File: config.mk
export PLATFORM = sky130hd
export DESIGN_NAME = if_id_queue_flat
export DESIGN_NICKNAME = d
export VERILOG_FILES = /design/src/rtl/if_id_queue_pkg.sv /design/src/rtl/if_id_queue_if.sv /design/src/rtl/if_id_queue_sync_fifo.sv /design/src/rtl/if_id_queue.sv /design/src/flat_wrapper.sv
export SDC_FILE = /design/constraint.sdc
export NUM_CORES = 1
export LEC_CHECK = 0
export ABC_AREA = 1
export ABC_CLOCK_PERIOD_IN_PS = 16500
export CORE_UTILIZATION = 33
export CTS_CLUSTER_DIAMETER = 40
export CTS_CLUSTER_SIZE = 24
export DETAILED_ROUTE_END_ITERATION = 10
export GPL_TIMING_DRIVEN = 0
export SLEW_MARGIN = 20
export SYNTH_ARGS = -nofsm -noshare
export SYNTH_HDL_FRONTEND = slang
export SYNTH_SLANG_ARGS = --single-unit
File: constraint.sdc
create_clock -name clk -period 16.5 [get_ports clk]
set_clock_uncertainty 0.1 [all_clocks]
set_input_delay 4.125 -clock clk [delete_from_list [all_inputs] [get_ports clk]]
set_output_delay 4.125 -clock clk [all_outputs]
set_load 0.005 [all_outputs]
File: src/rtl/if_id_queue_pkg.sv
// if_id_queue_pkg: fetch/decode shared widths and the IF/ID entry type.
package if_id_queue_pkg;
    localparam int XLEN = 64;
    localparam int ILEN = 32;
    localparam int INSTR_BYTES = 4;

    typedef struct packed {
        logic [ILEN-1:0] instr;
        logic [XLEN-1:0] npc;
    } if_id_entry_t;
endpackage

File: src/rtl/if_id_queue_if.sv
// if_id_queue_if: fetch-side and decode-side handshakes of the IF/ID queue.
interface if_id_queue_if
    import if_id_queue_pkg::*;
#(
    parameter int DEPTH = 4
);
    logic                   in_valid;
    logic                   in_ready;
    logic [ILEN-1:0]        in_instr;
    logic [XLEN-1:0]        in_npc;
    logic                   flush;
    logic                   out_valid;
    logic                   out_ready;
    logic [ILEN-1:0]        out_instr;
    logic [XLEN-1:0]        out_pc;
    logic [XLEN-1:0]        out_npc;
    logic [$clog2(DEPTH):0] count;

    modport master (
        output in_valid, in_instr, in_npc, flush, out_ready,
        input  in_ready, out_valid, out_instr, out_pc, out_npc, count
    );

    modport slave (
        input  in_valid, in_instr, in_npc, flush, out_ready,
        output in_ready, out_valid, out_instr, out_pc, out_npc, count
    );
endinterface

File: src/rtl/if_id_queue_sync_fifo.sv
// sync_fifo: circular buffer with wrapping pointers; full/empty come from count.
module sync_fifo #(
    parameter int DEPTH = 4,
    parameter int WIDTH = 8,
    localparam int AW = $clog2(DEPTH),
    localparam int CW = AW + 1
) (
    input  logic             clk,
    input  logic             reset_n,
    input  logic             clr,
    input  logic             wr_en,
    input  logic [WIDTH-1:0] wr_data,
    input  logic             rd_en,
    output logic [WIDTH-1:0] rd_data,
    output logic [CW-1:0]    count
);
    logic [WIDTH-1:0] mem [DEPTH];
    logic [AW-1:0]    wp;
    logic [AW-1:0]    rp;

    always_ff @(posedge clk or negedge reset_n) begin
        if (!reset_n) begin
            wp    <= '0;
            rp    <= '0;
            count <= '0;
        end else if (clr) begin
            wp    <= '0;
            rp    <= '0;
            count <= '0;
        end else begin
            if (wr_en) wp <= wp + 1'b1;
            if (rd_en) rp <= rp + 1'b1;
            count <= count + CW'(wr_en) - CW'(rd_en);
        end
    end

    always_ff @(posedge clk) begin
        if (wr_en && !clr) mem[wp] <= wr_data;
    end

    assign rd_data = mem[rp];
endmodule

File: src/rtl/if_id_queue.sv
// if_id_queue: IF/ID buffer with flush priority, PC reconstruction and zeroed idle outputs.
module if_id_queue
    import if_id_queue_pkg::*;
#(
    parameter int DEPTH = 4
) (
    input logic          clk,
    input logic          reset_n,
    if_id_queue_if.slave q
);
    localparam int CW = $clog2(DEPTH) + 1;

    logic [CW-1:0] cnt;
    if_id_entry_t  head;
    logic          ready;
    logic          valid;
    logic          push;
    logic          pop;

    // Ready depends only on occupancy, so a full queue never accepts even while popping.
    assign ready = cnt < CW'(DEPTH);
    assign valid = cnt != '0;
    assign push  = q.in_valid && ready && !q.flush;
    assign pop   = valid && q.out_ready && !q.flush;

    sync_fifo #(
        .DEPTH(DEPTH),
        .WIDTH($bits(if_id_entry_t))
    ) u_fifo (
        .clk     (clk),
        .reset_n (reset_n),
        .clr     (q.flush),
        .wr_en   (push),
        .wr_data ({q.in_instr, q.in_npc}),
        .rd_en   (pop),
        .rd_data (head),
        .count   (cnt)
    );

    assign q.in_ready  = ready;
    assign q.out_valid = valid;
    assign q.count     = cnt;
    assign q.out_instr = valid ? head.instr : '0;
    assign q.out_npc   = valid ? head.npc : '0;
    assign q.out_pc    = valid ? head.npc - XLEN'(INSTR_BYTES) : '0;
endmodule

File: src/flat_wrapper.sv
// flat-port wrapper written by rule: the top's interface ports become plain ports
module if_id_queue_flat import if_id_queue_pkg::*;
#(
    parameter int DEPTH = 4
)
  (clk, reset_n, q_in_valid, q_in_instr, q_in_npc, q_flush, q_out_ready, q_in_ready, q_out_valid, q_out_instr, q_out_pc, q_out_npc, q_count);
  if_id_queue_if #(.DEPTH(DEPTH)) q_i ();
  input logic clk;
  input logic reset_n;
  input wire logic [$bits(q_i.in_valid)-1:0] q_in_valid;
  input wire logic [$bits(q_i.in_instr)-1:0] q_in_instr;
  input wire logic [$bits(q_i.in_npc)-1:0] q_in_npc;
  input wire logic [$bits(q_i.flush)-1:0] q_flush;
  input wire logic [$bits(q_i.out_ready)-1:0] q_out_ready;
  output wire logic [$bits(q_i.in_ready)-1:0] q_in_ready;
  output wire logic [$bits(q_i.out_valid)-1:0] q_out_valid;
  output wire logic [$bits(q_i.out_instr)-1:0] q_out_instr;
  output wire logic [$bits(q_i.out_pc)-1:0] q_out_pc;
  output wire logic [$bits(q_i.out_npc)-1:0] q_out_npc;
  output wire logic [$bits(q_i.count)-1:0] q_count;
  assign q_i.in_valid = q_in_valid;
  assign q_i.in_instr = q_in_instr;
  assign q_i.in_npc = q_in_npc;
  assign q_i.flush = q_flush;
  assign q_i.out_ready = q_out_ready;
  assign q_in_ready = q_i.in_ready;
  assign q_out_valid = q_i.out_valid;
  assign q_out_instr = q_i.out_instr;
  assign q_out_pc = q_i.out_pc;
  assign q_out_npc = q_i.out_npc;
  assign q_count = q_i.count;
  if_id_queue #(.DEPTH(DEPTH)) u_core (.clk(clk), .reset_n(reset_n), .q(q_i));
endmodule
==> reports/results.ini, run 1 <==
[status]
status = completed

[logic_synthesis]
syn_nets = 1863
syn_area_um2 = 17600
ys_ff_latch = 391
ys_seq_area_frac = 0.666
synth.distinct_cells = 32
synth_area_per_cell_um2 = 10.0
yosysWarnings = 0
syn_inst = 1754

[power_and_ir_drop]
combPwrFrac = 0.405
power.internal_uw = 2620
leakage_uw = 0.00851
switchingPower_uw = 1480
max-vdd-ir-drop_mv = 0.100
seq_power_share = 0.288
clkPwrFrac = 0.308
p_sw_frac = 0.360
p_per_area_nw_per_um2 = 174

[routing]
drt_first_pass_iters = 6
post-route-drc-count = 0
via_per_inst = 4.93
drt-wirelength-per-cell_um = 20.4
drt_iter0_markers = 1055
routed_wl_um = 57800
vias = 13958
postRouteAntennaNets = 0

[clock_tree]
cts.reportedPaths.clkPinSlew_ns = 0.05
worstSkewPairLatency_ns = 0.58
cts_tree = built
post_cts_buffers = 0
root_buffer = clkbuf_16
cts_hold_buf = 0
clockBufferDepth = 3
htreeDepth = 2
numCtsBuffers = 58
cts_resized = 0
clock-sinks = 391

[floorplan]
io_pins = 266
rows = 84
fp.dieH_um = 233
die_w_um = 233
die-area_um2 = 54200
core_um2 = 52600
initial_core_util = 0.335

[timing]
drv_slew = 0
fin_crit_sh = 0.514
slew_headroom = 0.276
fmax_mhz = 118
finalHoldViolations = 0
fin_crit_ns = 8.48
fin_setup_tns_ns = 0
rsz0062_at_grt = false
setup_violations = 0
worst_pin_slew_ns = 1.09

[setup_path]
worst_ep_arrival_time_ns = 4.26
endpoint_kind = output pin
required_ns = 12.27
path_class = flop to output pin
timing.rr.end = u_core.u_fifo.count[2]
crit-reg2reg-launch = u_core.u_fifo.count[1]
crit_start = u_core.u_fifo.count[1]
path_max_fanout = 10
rr_worst_depth = 13
startpoint_type = flop
ff2ff_setup_slack_ns = 13.81
crit_end = q_out_pc[3]

[global_routing]
grt_use_met2 = 0.359
grt-ovfl-total = 0
use_met3 = 0.0545
grt_pass1_vias = 13574
busiest_layer = met2
grt_use_total = 0.212
grt_pass1_wl_um = 84300
met1_usage = 0.259
grt_max_degree = 22
antenna_found_initial = 10

[min_path]
holdCritPathClass = flop to flop

[place]
io_buffers = 265
dpl_cell_area_um2 = 21600
hpwl_um = 42600
routabilityCongestion = 0.928

[layout]
nFillCells = 4960
fin_area_um2 = 23600
fin_nets = 2207
syn_to_final_growth_pct = 34.2
drive_gt1_frac = 0.0868
final_util = 0.449

[run]
max-cap-violations = 0

[registers in the layout, indices dropped and copies added, names as in the netlist]
register / flops
u_core.u_fifo.count: 3
u_core.u_fifo.mem: 384
u_core.u_fifo.rp: 2
u_core.u_fifo.wp: 2
[synth_stat cells, drive strengths merged]
cell type  count  share of area
a21oi         51          0.015
a32o           1        0.00057
and2           1        0.00036
and3           1        0.00036
buf           58          0.019
clkbuf        24         0.0051
clkinv         3        0.00071
dfrtp          7          0.010
edfxtp       384           0.66
fa             1         0.0011
ha             7         0.0050
inv           48          0.010
nand2        508           0.11
nand3        138          0.039
nand3b         3         0.0013
nand4          5         0.0018
nor2         396          0.087
nor3          12         0.0034
o21a           1        0.00043
o21ai         83          0.024
xnor2         17         0.0085
xor2           5         0.0025
[cells by family (layout without fill, tap and decap cells)]
group	count (synthesis)	after routing	share of synthesized area
XOR/XNOR	22	22	0.0110
other	0	1	0
AND/OR/NAND/NOR	1064	1064	0.242
adder cells (fa/ha/maj)	8	8	0.00612
flip-flops	391	391	0.666
AO/OA/AOI/OAI	136	136	0.0394
buffers and inverters	133	523	0.0355
[critical path: stages, from the launching register on]
cell and delay (ns):
dfrtp_1 0.43, nor2_1 0.13, inv_1 0.08, nor2_1 0.15
clkbuf_1 0.83, clkbuf_1 0.71, clkbuf_1 0.58, nor2_1 0.25
clkdlybuf4s50_1 0.51
[layout make-up]
class	count	area [um^2]	share of cell area
multi-input combinational	1230	5280	0.224
timing repair buffer	284	3120	0.132
buffer	82	432	0.0183
tap	688	861	0.0365
clock inverter	41	508	0.0215
antenna	1	2.50	0.000106
clock buffer	65	1500	0.0635
sequential	391	11700	0.496
inverter	51	193	0.00817
[cells in the final DEF (no fill, tap or decap), types with 6 or more instances in the layout]
master,n
clkdlybuf4s50_1,265
nor3_1,12
inv_1,44
inv_6,6
buf_12,8
a21oi_1,51
o21ai_0,76
inv_8,9
edfxtp_1,384
o21ai_1,6
nor2_4,6
nor2_1,382
clkbuf_16,59
nand3_1,138
clkbuf_1,30
buf_2,30
xnor2_1,17
bufinv_16,8
clkinv_2,8
buf_1,14
nand2_1,503
ha_1,7
nor2_2,8
buf_16,11
clkinvlp_4,6
buf_6,9
dfrtp_1,7
[power by group through the flow]
stage,Clock (uW),Combinational (uW),Sequential [uW]
2_1_floorplan,0,731,1210
4_1_cts,1280,1670,1180
3_3_place_gp,0,1630,1220
5_1_grt,1320,1800,1180
6_report,1260,1660,1180
3_5_place_dp,0,1660,1200
[per-layer routing]
layer | part of all wire | vias to the layer above
met3 | 0.087 | 128
met2 | 0.48 | 535
met5 | 0.0021 | -
li1 | - | 6623
met4 | 0.032 | 18
met1 | 0.40 | 6654
[metrics by stage]
stage / hold slack [ns] / instances / worst slack (ns) / power, uW
after floorplan: 0.403 / 1754 / 7.45 / 1940
after global placement: 0.426 / 2707 / 3.12 / 2840
after detailed placement: 0.457 / 2726 / 8.62 / 2860
after CTS: 0.468 / 2832 / 7.97 / 4130
after global routing: 0.503 / 2832 / 7.96 / 4300
final: 0.461 / 2833 / 8.02 / 4100
[how the worst min path moves through the flow]
stage	startpoint	end	slack, ns	depth (start not counted)
after floorplan	u_core.u_fifo.wp[1]	u_core.u_fifo.wp[1]	0.40	2
after global placement	u_core.u_fifo.wp[1]	u_core.u_fifo.wp[1]	0.43	2
after detailed placement	u_core.u_fifo.wp[1]	u_core.u_fifo.wp[1]	0.46	2
after CTS	u_core.u_fifo.wp[1]	u_core.u_fifo.wp[1]	0.47	2
after global routing	u_core.u_fifo.wp[1]	u_core.u_fifo.wp[1]	0.50	2
final	u_core.u_fifo.wp[1]	u_core.u_fifo.wp[1]	0.46	2
No activity file was read; power rests on OpenSTA's default activity.
==> run 2, diff against run 1 <==
Settings changed: ABC_CLOCK_PERIOD_IN_PS 16500 to 8850.
Clock period 16.5 ns to 8.85 ns, I/O delays scaled along.
==> results of run 2 <==
The final DEF is identical to that of run 1. Status: completed.
Among the figures that moved: setup slack after placement 8.62 ns -> 2.88 ns; setup slack after layout 8.02 ns -> 2.28 ns; register-to-register setup slack 13.81 ns -> 6.16 ns; total power 4100 uW -> 7650 uW; worst IR drop on VDD 0.100 mV -> 0.187 mV
==> run 3, diff against run 2 <==
Settings changed: ABC_CLOCK_PERIOD_IN_PS 8850 to 5400.
Clock period 8.85 ns to 5.4 ns, I/O delays scaled along.
==> reports/results.ini, run 3 (synthesis gave the netlist of run 1 again) <==
[clock_tree]
clock-sinks = 391  ; unchanged
clockBufferDepth = 3  ; unchanged
cts.reportedPaths.clkPinSlew_ns = 0.05  ; about the same
cts_tree = built  ; unchanged
numCtsBuffers = 58  ; unchanged
worstSkewPairLatency_ns = 0.58  ; about the same
htreeDepth = 2  ; unchanged
root_buffer = clkbuf_16  ; unchanged

[power_and_ir_drop]
switchingPower_uw = 4520  ; was 2760 uW
leakage_uw = 0.00853  ; was 0.00851 uW
seq_power_share = 0.287  ; was 0.288
clkPwrFrac = 0.307  ; was 0.308
max-vdd-ir-drop_mv = 0.305  ; was 0.187 mV
power.internal_uw = 8030  ; was 4890 uW
p_sw_frac = 0.360  ; about the same
combPwrFrac = 0.405  ; about the same
p_per_area_nw_per_um2 = 531  ; was 324 nW/um^2

[floorplan]
die_w_um = 233  ; unchanged
die-area_um2 = 54200  ; unchanged
fp.dieH_um = 233  ; unchanged
core_um2 = 52600  ; unchanged
io_pins = 266  ; unchanged
rows = 84  ; unchanged
initial_core_util = 0.335  ; unchanged

[min_path]
hold_end = u_core.u_fifo.wp[1]  ; unchanged
worstHoldStart = u_core.u_fifo.wp[1]  ; unchanged
holdCritPathClass = flop to flop  ; unchanged
worstHoldPathCells = 2  ; unchanged

[timing]
fin_crit_sh = 0.986
slew_headroom = 0.430  ; was 0.276
fin_setup_tns_ns = 0  ; unchanged
whs_ns = 0.461  ; about the same
fmax_mhz = 188
worst_pin_slew_ns = 0.855  ; was 1.09 ns
drv_slew = 0  ; unchanged
setup_violations = 0  ; unchanged
finalHoldViolations = 0  ; unchanged
fin_crit_ns = 5.32

[global_routing]
grt_pass1_vias = 13584  ; was 13574
grt-ovfl-total = 0  ; unchanged
grt_use_total = 0.212  ; unchanged
grt_max_degree = 22  ; unchanged
antenna_found_initial = 10  ; unchanged
grt_pass1_wl_um = 84300  ; about the same

[setup_path]
rr_worst_depth = 13  ; unchanged
path_class = flop to output pin  ; unchanged
timing.rr.end = u_core.u_fifo.count[2]  ; unchanged
worst_ep_arrival_time_ns = 3.87  ; was 4.26 ns
crit-reg2reg-launch = u_core.u_fifo.count[1]  ; unchanged
ff2ff_setup_slack_ns = 2.70  ; was 6.16 ns
endpoint_kind = output pin  ; unchanged
required_ns = 3.95  ; was 6.54 ns
startpoint_type = flop  ; unchanged
critPathSlowestCell = clkbuf_1  ; unchanged
path_max_fanout = 10  ; unchanged
crit_top_cell = nor2_1
crit_chain = nor2_1, inv_1, nor2_1, clkbuf_2, clkbuf_1, clkbuf_1, nor2_1, clkdlybuf4s50_1  ; was nor2_1, inv_1, nor2_1, clkbuf_1, clkbuf_1, clkbuf_1, nor2_1, clkdlybuf4s50_1
max_stage_delay_ns = 0.70  ; was 0.83 ns

[routing]
routed_wl_um = 57700  ; was 57800 um
drt_first_pass_iters = 5  ; was 6
drt_iter0_markers = 1076  ; was 1055
drt-wirelength-per-cell_um = 20.4  ; about the same
vias = 13959  ; was 13958
postRouteAntennaNets = 0  ; unchanged
via_per_inst = 4.93  ; about the same
post-route-drc-count = 0  ; unchanged

[layout]
syn_to_final_growth_pct = 34.6  ; was 34.2%
final_common_cell = nand2_1  ; unchanged
fin_nets = 2207  ; unchanged
largest_register_ffs = 384  ; unchanged
top_register = u_core.u_fifo.mem  ; unchanged
final_cell_mix = nand2_1 (492), edfxtp_1 (384), nor2_1 (372), clkdlybuf4s50_1 (265), nand3_1 (138)  ; was nand2_1 (503), edfxtp_1 (384), nor2_1 (382), clkdlybuf4s50_1 (265), nand3_1 (138)
seqCellArea_um2 = 11700  ; unchanged
largestRegisters = u_core.u_fifo.mem (384), u_core.u_fifo.count (3)  ; unchanged
drive_gt1_frac = 0.0984  ; was 0.0868
multi_input_area_um2 = 5330  ; was 5280 um^2
nFillCells = 4956  ; was 4960
n_antenna_cell = 0  ; was 1
layout.cells.non_filler = 2832  ; was 2833

[run]
max-cap-violations = 0  ; unchanged

[place]
place_inst = 2726  ; unchanged
routabilityCongestion = 0.928  ; unchanged
hpwl_um = 42600  ; unchanged
io_buffers = 265  ; unchanged

[status]
status = completed  ; unchanged

[run 3: critical path, delay by kind of cell (launching register included)]
family | cells | cell delay (ns)
buf+inv | 5 | 2.32
simple gates | 3 | 0.53
flops | 1 | 0.43
[run 3: worst max-delay path by stage]
| stage | to | cells past startpoint | startpoint |
|---|---|---|---|
| 5_1_grt | q_out_pc[44] | 15 | u_core.u_fifo.rp[1] |
| 3_5_place_dp | q_out_pc[3] | 8 | u_core.u_fifo.count[1] |
| 3_3_place_gp | u_core.u_fifo.mem[1][48] | 4 | q_flush |
| 4_1_cts | q_out_pc[63] | 15 | u_core.u_fifo.rp[0] |
| 2_1_floorplan | u_core.u_fifo.mem[0][0] | 3 | q_flush |
| 6_report | q_out_pc[3] | 8 | u_core.u_fifo.count[1] |
[run 3: stage by stage]
step	worst slack, ns	instance area, um^2	util	total power [uW]
6_report	0.0769	23700	0.450	12600
5_1_grt	-0.0105	23700	0.450	13200
4_1_cts	0.0109	23600	0.449	12600
3_5_place_dp	0.290	21600	0.411	8740
3_3_place_gp	-5.21	21100	0.401	8690
2_1_floorplan	-0.875	17600	-	5920
[run 3: routing by layer]
metal,GRT usage,routed length (um),vias to the layer above
met5,0,120,-
met4,0.0774,1890,18
met3,0.0545,4950,130
met2,0.359,27700,552
met1,0.259,23100,6645
li1,-,-,6614
[run 3: power by group through the flow]
stage	sequential [uW]	clock, uW	combinational, uW
2_1_floorplan	3680	0	2230
3_3_place_gp	3720	0	4970
3_5_place_dp	3660	0	5070
4_1_cts	3600	3910	5100
5_1_grt	3620	4040	5520
6_report	3600	3860	5090
[run 3: cell type report]
class / instances / share of cell area
Inverter: 51 / 0.00815
Buffer: 82 / 0.0187
Sequential cell: 391 / 0.495
Multi-Input combinational cell: 1230 / 0.225
Clock inverter: 41 / 0.0215
Timing Repair Buffer: 284 / 0.132
Tap cell: 688 / 0.0364
Clock buffer: 65 / 0.0634
[run 3: timing repair]
item	CTS	global route
setup endpoints to repair	25	17
buffers inserted	0	0
hold buffers	0	0
resized for setup	4	26
